--- src/rtl/hash_table_pkg.sv ---
// Shared types and constants for the hash_tlb block.
//   tlb_entry_t : one TLB entry (valid, address-space id, virtual and physical page numbers)
//   tlb_state_e : lookup/miss controller states
//   sat_inc     : 32-bit saturating increment used by the optional statistics counters
// Entry page-number fields are sized from PGSHIFT_DEF, the default page-offset width.
package hash_table_pkg;

    localparam int PGSHIFT_DEF = 18;
    localparam int ASID_W      = 10;
    localparam int VPN_W       = 32 - PGSHIFT_DEF;

    typedef struct packed {
        logic              v;
        logic [ASID_W-1:0] asid;
        logic [VPN_W-1:0]  vpn;
        logic [VPN_W-1:0]  ppn;
    } tlb_entry_t;

    typedef enum logic [1:0] {
        IDLE = 2'd0,
        MISS = 2'd1,
        RESP = 2'd2
    } tlb_state_e;

    function automatic logic [31:0] sat_inc(input logic [31:0] cnt);
        return (cnt == 32'hFFFF_FFFF) ? cnt : cnt + 32'd1;
    endfunction

endpackage

--- src/rtl/hash_tlb_cam.sv ---
// Fully-associative entry array with parallel tag compare.
// Ports:
//   clk, rst                 : clock, synchronous active-high reset (clears valid bits only)
//   lk_asid, lk_vpn          : lookup key
//   match                    : per-entry hit vector
//   valid                    : per-entry valid bits (used for victim selection)
//   hit_ppn                  : ppn of the lowest-index matching entry
//   wr_en, wr_idx, wr_entry  : fill port
//   inv_all, inv_asid_v, inv_asid : invalidation controls
module hash_tlb_cam
    import hash_table_pkg::*;
#(
    parameter int ENTRIES = 8,
    parameter int IDX_W   = $clog2(ENTRIES)
) (
    input  logic               clk,
    input  logic               rst,
    input  logic [ASID_W-1:0]  lk_asid,
    input  logic [VPN_W-1:0]   lk_vpn,
    output logic [ENTRIES-1:0] match,
    output logic [ENTRIES-1:0] valid,
    output logic [VPN_W-1:0]   hit_ppn,
    input  logic               wr_en,
    input  logic [IDX_W-1:0]   wr_idx,
    input  tlb_entry_t         wr_entry,
    input  logic               inv_all,
    input  logic               inv_asid_v,
    input  logic [ASID_W-1:0]  inv_asid
);

    tlb_entry_t entries [ENTRIES];

    // Invalidation is evaluated after the write so that a same-cycle
    // invalidate always leaves the affected entry invalid.
    always_ff @(posedge clk) begin
        if (rst) begin
            for (int i = 0; i < ENTRIES; i++) begin
                entries[i].v <= 1'b0;
            end
        end else begin
            if (wr_en) begin
                entries[wr_idx] <= wr_entry;
            end
            for (int i = 0; i < ENTRIES; i++) begin
                if (inv_all ||
                    (inv_asid_v && entries[i].asid == inv_asid) ||
                    (wr_en && wr_idx == IDX_W'(i) && inv_asid_v && wr_entry.asid == inv_asid)) begin
                    entries[i].v <= 1'b0;
                end
            end
        end
    end

    always_comb begin
        match = '0;
        valid = '0;
        for (int i = 0; i < ENTRIES; i++) begin
            valid[i] = entries[i].v;
            match[i] = entries[i].v && (entries[i].asid == lk_asid) && (entries[i].vpn == lk_vpn);
        end
    end

    // Descending scan: the lowest matching index is assigned last and wins.
    always_comb begin
        hit_ppn = '0;
        for (int i = ENTRIES - 1; i >= 0; i--) begin
            if (match[i]) begin
                hit_ppn = entries[i].ppn;
            end
        end
    end

endmodule

--- src/rtl/hash_tlb.sv ---
// Small fully-associative TLB in front of a hash_table page walker.
// Ports:
//   clk, rst                     : clock, synchronous active-high reset
//   req, vadr, asid              : translation request (req held until padrv or fault)
//   padr, padrv, fault           : translation result (padrv/fault are one-cycle pulses)
//   ht_req, ht_vadr              : miss request towards hash_table
//   ht_padr, ht_padrv, ht_fault  : hash_table answer
//   inv_all, inv_asid_v, inv_asid: entry invalidation
//   hit_cnt, miss_cnt, fault_cnt : saturating statistics, present only with HASH_TLB_STATS_EN
// Addresses with bit 31 set bypass translation. Every answer passes through RESP so the
// still-high req of the answered transaction is never taken as a new request.
module hash_tlb
    import hash_table_pkg::*;
#(
    parameter int ENTRIES = 8,
    parameter int PGSHIFT = PGSHIFT_DEF
) (
    input  logic        clk,
    input  logic        rst,
    input  logic        req,
    input  logic [31:0] vadr,
    input  logic [9:0]  asid,
    output logic [31:0] padr,
    output logic        padrv,
    output logic        fault,
    output logic        ht_req,
    output logic [31:0] ht_vadr,
    input  logic [31:0] ht_padr,
    input  logic        ht_padrv,
    input  logic        ht_fault,
    input  logic        inv_all,
    input  logic        inv_asid_v,
    input  logic [9:0]  inv_asid
`ifdef HASH_TLB_STATS_EN
    ,
    output logic [31:0] hit_cnt,
    output logic [31:0] miss_cnt,
    output logic [31:0] fault_cnt
`endif
);

    localparam int IDX_W = $clog2(ENTRIES);

    tlb_state_e         state, state_next;
    logic [ENTRIES-1:0] match, valid;
    logic [VPN_W-1:0]   hit_ppn;
    logic               hit, lookup, all_valid, inv_any, inv_seen, fill_en;
    logic [IDX_W-1:0]   rr, victim;
    logic [ASID_W-1:0]  miss_asid;
    tlb_entry_t         fill_entry;
    logic [31:0]        padr_d, ht_vadr_d;
    logic               padrv_d, fault_d, ht_req_d;

    assign hit     = |match;
    assign lookup  = (state == IDLE) && req && !vadr[31];
    assign inv_any = inv_all || inv_asid_v;

    assign fill_entry = '{v: 1'b1, asid: miss_asid,
                          vpn: ht_vadr[31:PGSHIFT], ppn: ht_padr[31:PGSHIFT]};

    hash_tlb_cam #(.ENTRIES(ENTRIES)) u_cam (
        .clk        (clk),
        .rst        (rst),
        .lk_asid    (asid),
        .lk_vpn     (vadr[31:PGSHIFT]),
        .match      (match),
        .valid      (valid),
        .hit_ppn    (hit_ppn),
        .wr_en      (fill_en),
        .wr_idx     (victim),
        .wr_entry   (fill_entry),
        .inv_all    (inv_all),
        .inv_asid_v (inv_asid_v),
        .inv_asid   (inv_asid)
    );

    // Lowest invalid entry, otherwise the round-robin pointer.
    always_comb begin
        victim    = rr;
        all_valid = &valid;
        for (int i = ENTRIES - 1; i >= 0; i--) begin
            if (!valid[i]) begin
                victim = IDX_W'(i);
            end
        end
    end

    always_ff @(posedge clk) begin
        if (rst) begin
            state <= IDLE;
        end else begin
            state <= state_next;
        end
    end

    always_comb begin
        state_next = state;
        case (state)
            IDLE: if (req) state_next = (vadr[31] || hit) ? RESP : MISS;
            MISS: if (ht_padrv || ht_fault) state_next = RESP;
            RESP: state_next = IDLE;
            default: state_next = IDLE;
        endcase
    end

    always_comb begin
        padr_d    = padr;
        padrv_d   = 1'b0;
        fault_d   = 1'b0;
        ht_req_d  = ht_req;
        ht_vadr_d = ht_vadr;
        fill_en   = 1'b0;
        case (state)
            IDLE: begin
                if (req && vadr[31]) begin
                    padr_d  = vadr;
                    padrv_d = 1'b1;
                end else if (req && hit) begin
                    padr_d  = {hit_ppn, vadr[PGSHIFT-1:0]};
                    padrv_d = 1'b1;
                end else if (req) begin
                    ht_req_d  = 1'b1;
                    ht_vadr_d = vadr;
                end
            end
            MISS: begin
                // Fault wins over a simultaneous valid translation.
                if (ht_fault) begin
                    fault_d  = 1'b1;
                    ht_req_d = 1'b0;
                end else if (ht_padrv) begin
                    padr_d   = ht_padr;
                    padrv_d  = 1'b1;
                    ht_req_d = 1'b0;
                    // Any invalidate seen during this miss makes the fill stale.
                    fill_en  = !inv_seen && !inv_any;
                end
            end
            default: ;
        endcase
    end

    always_ff @(posedge clk) begin
        if (rst) begin
            padr    <= '0;
            padrv   <= 1'b0;
            fault   <= 1'b0;
            ht_req  <= 1'b0;
            ht_vadr <= '0;
        end else begin
            padr    <= padr_d;
            padrv   <= padrv_d;
            fault   <= fault_d;
            ht_req  <= ht_req_d;
            ht_vadr <= ht_vadr_d;
        end
    end

    always_ff @(posedge clk) begin
        if (rst) begin
            rr        <= '0;
            inv_seen  <= 1'b0;
            miss_asid <= '0;
        end else begin
            if (fill_en && all_valid) begin
                rr <= rr + 1'b1;
            end
            if (state != MISS) begin
                inv_seen <= 1'b0;
            end else if (inv_any) begin
                inv_seen <= 1'b1;
            end
            if (lookup && !hit) begin
                miss_asid <= asid;
            end
        end
    end

`ifdef HASH_TLB_STATS_EN
    always_ff @(posedge clk) begin
        if (rst) begin
            hit_cnt   <= '0;
            miss_cnt  <= '0;
            fault_cnt <= '0;
        end else begin
            if (lookup && hit)              hit_cnt   <= sat_inc(hit_cnt);
            if (lookup && !hit)             miss_cnt  <= sat_inc(miss_cnt);
            if (state == MISS && ht_fault)  fault_cnt <= sat_inc(fault_cnt);
        end
    end
`endif

endmodule

--- config.mk ---
export PLATFORM = sky130hd
export DESIGN_NAME = hash_tlb
export DESIGN_NICKNAME = d
export VERILOG_FILES = /design/src/rtl/hash_table_pkg.sv /design/src/rtl/hash_tlb_cam.sv /design/src/rtl/hash_tlb.sv
export SDC_FILE = /design/constraint.sdc
export NUM_CORES = 1
export LEC_CHECK = 0
export CAP_MARGIN = 20
export CORE_MARGIN = 5
export CORE_UTILIZATION = 39
export DETAILED_ROUTE_END_ITERATION = 8
export GPL_TIMING_DRIVEN = 0
export PLACE_DENSITY = 0.61
export SLEW_MARGIN = 20
export SYNTH_ARGS = -nofsm -noshare
export SYNTH_HDL_FRONTEND = slang
export SYNTH_HIERARCHICAL = 1
export SYNTH_SLANG_ARGS = --single-unit
--- constraint.sdc ---
create_clock -name clk -period 4.4 [get_ports clk]
set_input_delay 0.44 -clock clk [delete_from_list [all_inputs] [get_ports clk]]
set_output_delay 0.44 -clock clk [all_outputs]
set_load 0.01 [all_outputs]
==> summary.md <==
| Metric | Value |
|---|---|
| Status | `complete, no violations` |
| Peak Freq | `0.2343 GHz` |
| Most frequent cells in the layout | `edfxtp_1, xnor2_1, clkdlybuf4s50_1` |
| Critical path buffer and inverter count | `2` |
| FFs w/ async S/R, synth | `0` |
| Pint | `roughly 6400 uW` |
| Yosys cell types | `65` |
| Switching Power | `~2000 uW` |
| Clock Power Share | `0.428` |
| WL final | `between 50000 and 60000 um` |
| Worst hold path startpoint | `ht_req$_SDFFE_PP0P_` |
| Clk Latency, worst-skew pair | `0.57 ns` |
| Grt total ovfl | `0` |
| Initial Utilization | `0.3933` |
| Most common cell after layout, fill and taps aside | `edfxtp_1` |
| Slew margin rel. | `0.2835` |
| Tcrit/Tclk final | `0.9701` |
| Max-cap violation count | `0` |
| Critical path endpoint category | `flip-flop` |
| R2r startpoint | `u_cam/entries[3][30]$_DFFE_PP_` |
| Port Buffers | `around 150` |
| Setup CP Type | `primary input to flip-flop` |
| First-pass GRT wire length | `84260 um` |
| CP cell instances | `clkdlybuf4s50_1 -> buf_2 -> xor2_1 -> nor4_1 -> nand3_1 -> nor4_4 -> a21boi_0 -> o211a_1 -> o41ai_1 -> a21boi_0 -> a311oi_1 -> o41ai_1` |
| PD cells | `377.4 nW/um^2` |
| Postcts setup bufs | `0` |
| Kind of cell adding the most delay to the critical path | `compound AO/OA/AOI/OAI gates` |
| R2r setup slk | `0.33 ns` |
| Die width | `226.5 um` |
| HPWL after DPL | `~42000 um` |
| Routability Congestion | `0.8891` |
| Top Ports | `158` |
| Via-to-Cell Ratio | `between 5 and 6` |
| VDD IR max | `~250 uV` |
| Hold path depth | `2` |
| Max incr delay on CP | `0.63 ns` |
| Syn Nets | `~1500` |
| Tmin final | `4.269 ns` |
| Routing usage on met1 | `0.3153` |
| Longest Clk Path Bufs | `3` |
| Die area | `~50000 sq um` |
| Leakage power | `0.007537 uW` |
| Share of cells above drive strength 1 | `0.1236` |
| Synth Area in Simple Gates | `0.1130` |
| Setup violations, final | `0` |
| Design Power | `roughly 8400 uW` |
| Hold/Removal Path Class | `flip-flop to flip-flop` |
| Max-slew violations | `0` |
| Post-synth EDFFs | `~310` |
| Crit-path slowest cell | `clkdlybuf4s50_1` |
| WP data required | `slightly below 5 ns` |
| Final core occ | `0.4788` |
| CTS H-tree lvls | `2` |
| Comb pwr share | `0.081` |
| Clk_skew | `around 0.017 ns` |
| Core Area | `46460 sq um` |
| Antenna violations before repair | `4` |
| Synth Area in Adders | `0.0006847` |
| Sequential area share after synthesis | `0.6036` |
| Largest net degree at the start of global routing | `23` |
| Vias in the first global route | `12360` |
| Cell Rows | `79` |
| Final hold violations | `0` |
| Mapped Cells | `around 1400` |
| Clk root buf | `clkbuf_16` |
| Syn. warnings | `6` |
| 1st-iter DRT viols | `1081` |
| Yosys reg bits | `roughly 400` |
| Switching part of the total | `0.2317` |
| Hold endpoint | `ht_req$_SDFFE_PP0P_` |
| Clock sinks | `395` |
| Synthesized area | `between 15000 and 20000 sq um` |
| Vias | `between 10000 and 15000` |
| Average size of a mapped cell | `between 10 and 15 sq um` |
| Synth Area in XOR/XNOR | `0.1356` |
| Routed Antenna Nets | `0` |
| CP arrival | `~4.7 ns` |
| FF-to-FF path depth | `11` |
| GR peak layer | `met2` |
| Compound-Gate Fraction of Synth Area | `0.08511` |
| Mux cell area share after synthesis | `0.02301` |
| CTS Buf Count | `44` |
| Sequential power share | `0.491` |
| Largest family of logic cells by synthesized area | `XOR/XNOR gates` |
| GRT met3 Usage | `0.05735` |
| CTS tree | `yes` |
| Reg clk slew, reported paths | `roughly 0.06 ns` |
| Reg-to-reg endpoint | `padr[18]$_SDFFE_PP0P_` |
| DRT Pass-1 Iters | `5` |
| Top fanout value on the critical path | `8` |
| Met2 GRT Util | `0.3431` |
| Layout area overhead | `21.72%` |
| RSZ-0062 raised after global routing | `no` |
| Chip height | `between 200 and 250 um` |
| Worst-Margin Slew | `around 1.1 ns` |
| Avg WL per Cell | `around 26 um` |
| GRT Util Overall | `0.2250` |
| Layout net count | `1700` |
| Post-route DRC violation count | `0` |
| Startpoint Class | `primary input` |
| Predominant post-synthesis flop cell | `edfxtp_1` |
==> per-stage QoR <==
step	std cells	worst slack [ns]	TNS (ns)	hold slack [ns]	instance area, sq um
6_report	2250	0.1314	0	0.4482	22240
3_5_place_dp	2170	-0.5010	-30.28	0.4372	20840
5_1_grt	2249	0.04465	0	0.4636	22240
3_3_place_gp	2157	-1.793	-517.54	0.4380	20500
4_1_cts	2250	0.09187	0	0.4115	22230
2_1_floorplan	1404	0.7396	0	0.4647	18280
==> routing by layer <==
metal	share of wire	vias up	wire [um]
met5	0.00022	-	13
met4	0.031	2	1797
met3	0.089	93	5211
met2	0.44	527	25960
met1	0.44	6261	25670
li1	-	5578	-
==> power groups by stage <==
stage	clock [uW]	combinational, uW	sequential, uW
after detailed placement	0	668	4200
after floorplan	0	350	4190
after global routing	3820	716	4130
after global placement	0	665	4200
after CTS	3670	673	4130
final	3590	676	4120
==> cells in the mapped netlist, drive strengths merged, types with 2 or more instances <==
| master | number | area, sq um |
|---|---|---|
| edfxtp | 312 | 9369 |
| xnor2 | 181 | 1585 |
| nor2 | 108 | 407.9 |
| xor2 | 102 | 893.4 |
| dfxtp | 83 | 1662 |
| nand2 | 68 | 265.3 |
| buf | 67 | 530.5 |
| nand4 | 56 | 350.3 |
| and3 | 42 | 262.8 |
| mux2i | 42 | 420.4 |
| nor3 | 42 | 221.5 |
| clkbuf | 36 | 135.1 |
| a311oi | 31 | 334.1 |
| nor4 | 30 | 260.2 |
| a21boi | 27 | 202.7 |
| o41ai | 26 | 370.4 |
| o21ai | 25 | 125.1 |
| nand3 | 21 | 110.1 |
| a21oi | 19 | 95.09 |
| o31ai | 14 | 105.1 |
| o211a | 13 | 130.1 |
| inv | 11 | 41.29 |
| a31oi | 7 | 58.81 |
| o211ai | 5 | 37.54 |
| or3 | 4 | 26.28 |
| or3b | 4 | 37.54 |
| nand2b | 3 | 18.77 |
| and4 | 2 | 17.52 |
| nand3b | 2 | 15.01 |
| nor2b | 2 | 12.51 |
| o21a | 2 | 15.01 |
| o221ai | 2 | 17.52 |
==> worst max path at each step <==
stage,end,start,slack [ns],cells after the start
2_1_floorplan,u_cam/entries[2][0]$_DFFE_PP_,u_cam/entries[6][38]$_SDFFCE_PN0P_,0.74,7
3_3_place_gp,u_cam/entries[6][10]$_DFFE_PP_,ht_fault,-1.79,8
3_5_place_dp,miss_asid[5]$_SDFFE_PP0P_,vadr[21],-0.50,14
4_1_cts,padrv$_SDFF_PP0_,vadr[21],0.09,13
5_1_grt,padr[21]$_SDFFE_PP0P_,vadr[21],0.04,13
6_report,padr[18]$_SDFFE_PP0P_,vadr[23],0.13,12
==> logic make-up (layout without fill, tap and decap cells) <==
family                   Yosys count  in the layout
flip-flops                       395            395
AND/OR/NAND/NOR                  390            390
AO/OA/AOI/OAI                    178            178
multiplexers                      42             42
buffers and inverters            114            352
XOR/XNOR                         283            283
adder cells (fa/ha/maj)            1              1
other                              1              2
==> cell type report <==
cell class                 instances  area [sq um]
fill                            4121         24210
sequential                       395         11030
multi-input combinational        895          6606
timing repair buffer             159          1740
clock buffer                      64          1246
tap                              607         759.5
buffer                           102         663.1
clock inverter                    16         148.9
inverter                          11         45.04
antenna                            1         2.502
==> worst register-to-register path: cells and delay by family, from the launching register on <==
kind	cells	cell delay [ns]
flip-flops	1	0.42
AO/OA/AOI/OAI	4	1.31
buffers and inverters	1	0.23
XOR/XNOR	1	0.38
AND/OR/NAND/NOR	5	1.65
==> flip-flops by register name, summed over array words and instances (netlist names) <==
name,cells
padrv,1
ht_req,1
miss_asid,10
padr,32
ht_vadr,32
inv_seen,1
u_cam/entries,312
rr,3
fault,1
state,2
==> repair_timing <==
| action | in CTS | in global routing |
|---|---|---|
| gates resized for setup | 0 | 4 |
| hold buffers | 0 | 0 |
| setup endpoints to repair | 0 | 75 |
| hold endpoints to repair | 0 | 0 |
Note: power is estimated with default switching activity, not from simulation.
==> RTL edit, RTL diff (same settings) <==
Re-encode `tlb_state_e` (3 states) as one-hot, 3 bits wide.
--- a/src/rtl/hash_table_pkg.sv
+++ b/src/rtl/hash_table_pkg.sv
@@ -18,6 +18,6 @@
 
-    typedef enum logic [1:0] {
-        IDLE = 2'd0,
-        MISS = 2'd1,
-        RESP = 2'd2
+    typedef enum logic [2:0] {
+        IDLE = 3'b001,
+        MISS = 3'b010,
+        RESP = 3'b100
     } tlb_state_e;
Behaviour: same outputs for any inputs over 4 cycles, from zero or initial values and one cycle with rst high; so few cycles prove little.
==> RTL edit against the original RTL <==
  * Clock power up 7.5%
  * Hold slack better by 0.0013 ns
  * Non-clock buffer count unchanged
  * Count of clock-buffer cells in the layout down 13
  * Largest power group unchanged
  * Worst setup slack worse by 0.079 ns
  * Total power up 2.5%
  * Design area down 0.28%
  * Area after synthesis down 1.3%
  * Die area down 1.2%
  * Register-to-register slack about the same
  * Sequential cell count up 1
  * Wire length down 2.6%
  * Sequential power about the same
==> RTL edit: results (changes against the original RTL) <==
| Step | Result | This run | vs unedited |
| --- | --- | --- | --- |
| outcome | Run status | completed |  |
| synthesis | Fraction of synthesized cell area in xor and xnor cells | 0.138 | +0.00221 |
| final layout | Fill cell instance count of the final layout | 4071 | -1.2% |
| final layout | Seq/total area | 0.498 | +0.00227 |
| sta | Slew HR | 0.361 | +0.0779 |
| sta | Final Critical Period | 4.35 ns | +0.0785 ns |
| route | Violation count after the first detailed-route iteration | 1136 | +5.1% |
| setup path | Number of cells on the worst reg-to-reg path | 13 | +2 |
| min path | Worst min-delay path endpoint | padr[11] |  |
| route | Via density | 5.47 | -1.2% |
| final layout | Multi-input gate area in the final layout | 6480 um2 | -1.9% |
| route | DRT met1 WL | 23900 um | -6.9% |
| setup path | Delay of the slowest critical-path stage | 0.58 ns | -0.05 ns |
| grt | Overall track demand over capacity in global routing | 0.219 | -0.00573 |
| grt | Vias in the first global route | 12481 | +0.95% |
| final layout | Number of non-clock inverters | 10 | -1 |
| route | Amount of wire on met3 after detailed routing | 3680 um | -29% |
| setup path | Destination of the worst register-to-register timing path | padr[26] |  |
| synthesis | Cell types with the highest counts after synthesis | sky130_fd_sc_hd__edfxtp_1, sky130_fd_sc_hd__xnor2_1, sky130_fd_sc_hd__nor2_1, sky130_fd_sc_hd__xor2_1, sky130_fd_sc_hd__dfxtp_1 |  |
| place | Placed Instance Area | 20600 um2 | -1.1% |
| power | Fraction of power spent switching nets | 0.227 | -0.00439 |
| grt | Met3 Use GR | 0.0353 | -0.0221 |
| route | Sum of met2 wire segment lengths after detailed routing | 27700 um | +6.9% |
| place | Post-DP HPWL | 41200 um | -1.9% |
| synthesis | Count of unique library cells instantiated by Yosys | 60 | -7.7% |
| synthesis | Synth Register Bits | 396 | +0.25% |
| min path | Count of cells along the worst hold path | 3 | +1 |
| synthesis | Cells taking the most area after synthesis | sky130_fd_sc_hd__edfxtp_1, sky130_fd_sc_hd__dfxtp_1, sky130_fd_sc_hd__xnor2_1 |  |
| setup path | Startpoint of the lowest-slack register-to-register path | u_cam/entries[6][34] |  |
| grt | Global-route wire length before repair | 82700 um | -1.8% |
| final layout | Area share of buffers outside the clock network | 0.107 | -0.00145 |
| final layout | CLK BUF | 51 | -20% |
| synthesis | Compound-cell area share of the yosys netlist | 0.0703 | -0.0148 |
| place | Weighted congestion at the end of routability-driven global placement | 0.871 | -2.0% |
| final layout | Multi-input gate share of total cell area | 0.292 | -0.00471 |
| final layout | Clock network area share | 0.0674 | +0.00463 |
| min path | Worst hold path type | input pin to flip-flop |  |
| final layout | Layout cell share with drive strength beyond 1 | 0.118 | -0.00516 |
| synthesis | Adder and majority gate portion of the synthesized area | 0.000693 | +0.00000869 |
-- RTL edit: cell count changes in the layout (fill, tap and decap cells not counted), sizes merged, moves of 6 or more --
cell / change
a221o: +13
nand4: -13
mux2i: +14
clkbuf: -15
a21oi: +12
a21boi: -13
bufinv: +6
a311oi: -13
nand3: +12
o41ai: -13
-- RTL edit: power groups by stage --
stage / logic [mW] / clock network (mW) / registers [mW]
after floorplan: 0.307 / 0 / 4.19
after detailed placement: 0.613 / 0 / 4.20
after global routing: 0.659 / 4.07 / 4.13
after CTS: 0.619 / 3.93 / 4.12
final: 0.622 / 3.86 / 4.12
after global placement: 0.607 / 0 / 4.20
-- RTL edit: critical path: cells and delay by family --
family / cells / cell delay [ns]
compound gates: 3 / 0.77
simple gates: 4 / 1.29
buf+inv: 7 / 2.15
xor+xnor: 1 / 0.17
-- RTL edit: what timing repair did --
item                                    4_1_cts  5_1_grt
gates resized for setup                       9        3
gates cloned                                  0        0
endpoints found under the setup margin       73       60
setup buffers                                 2        3
pin swaps                                     1        1
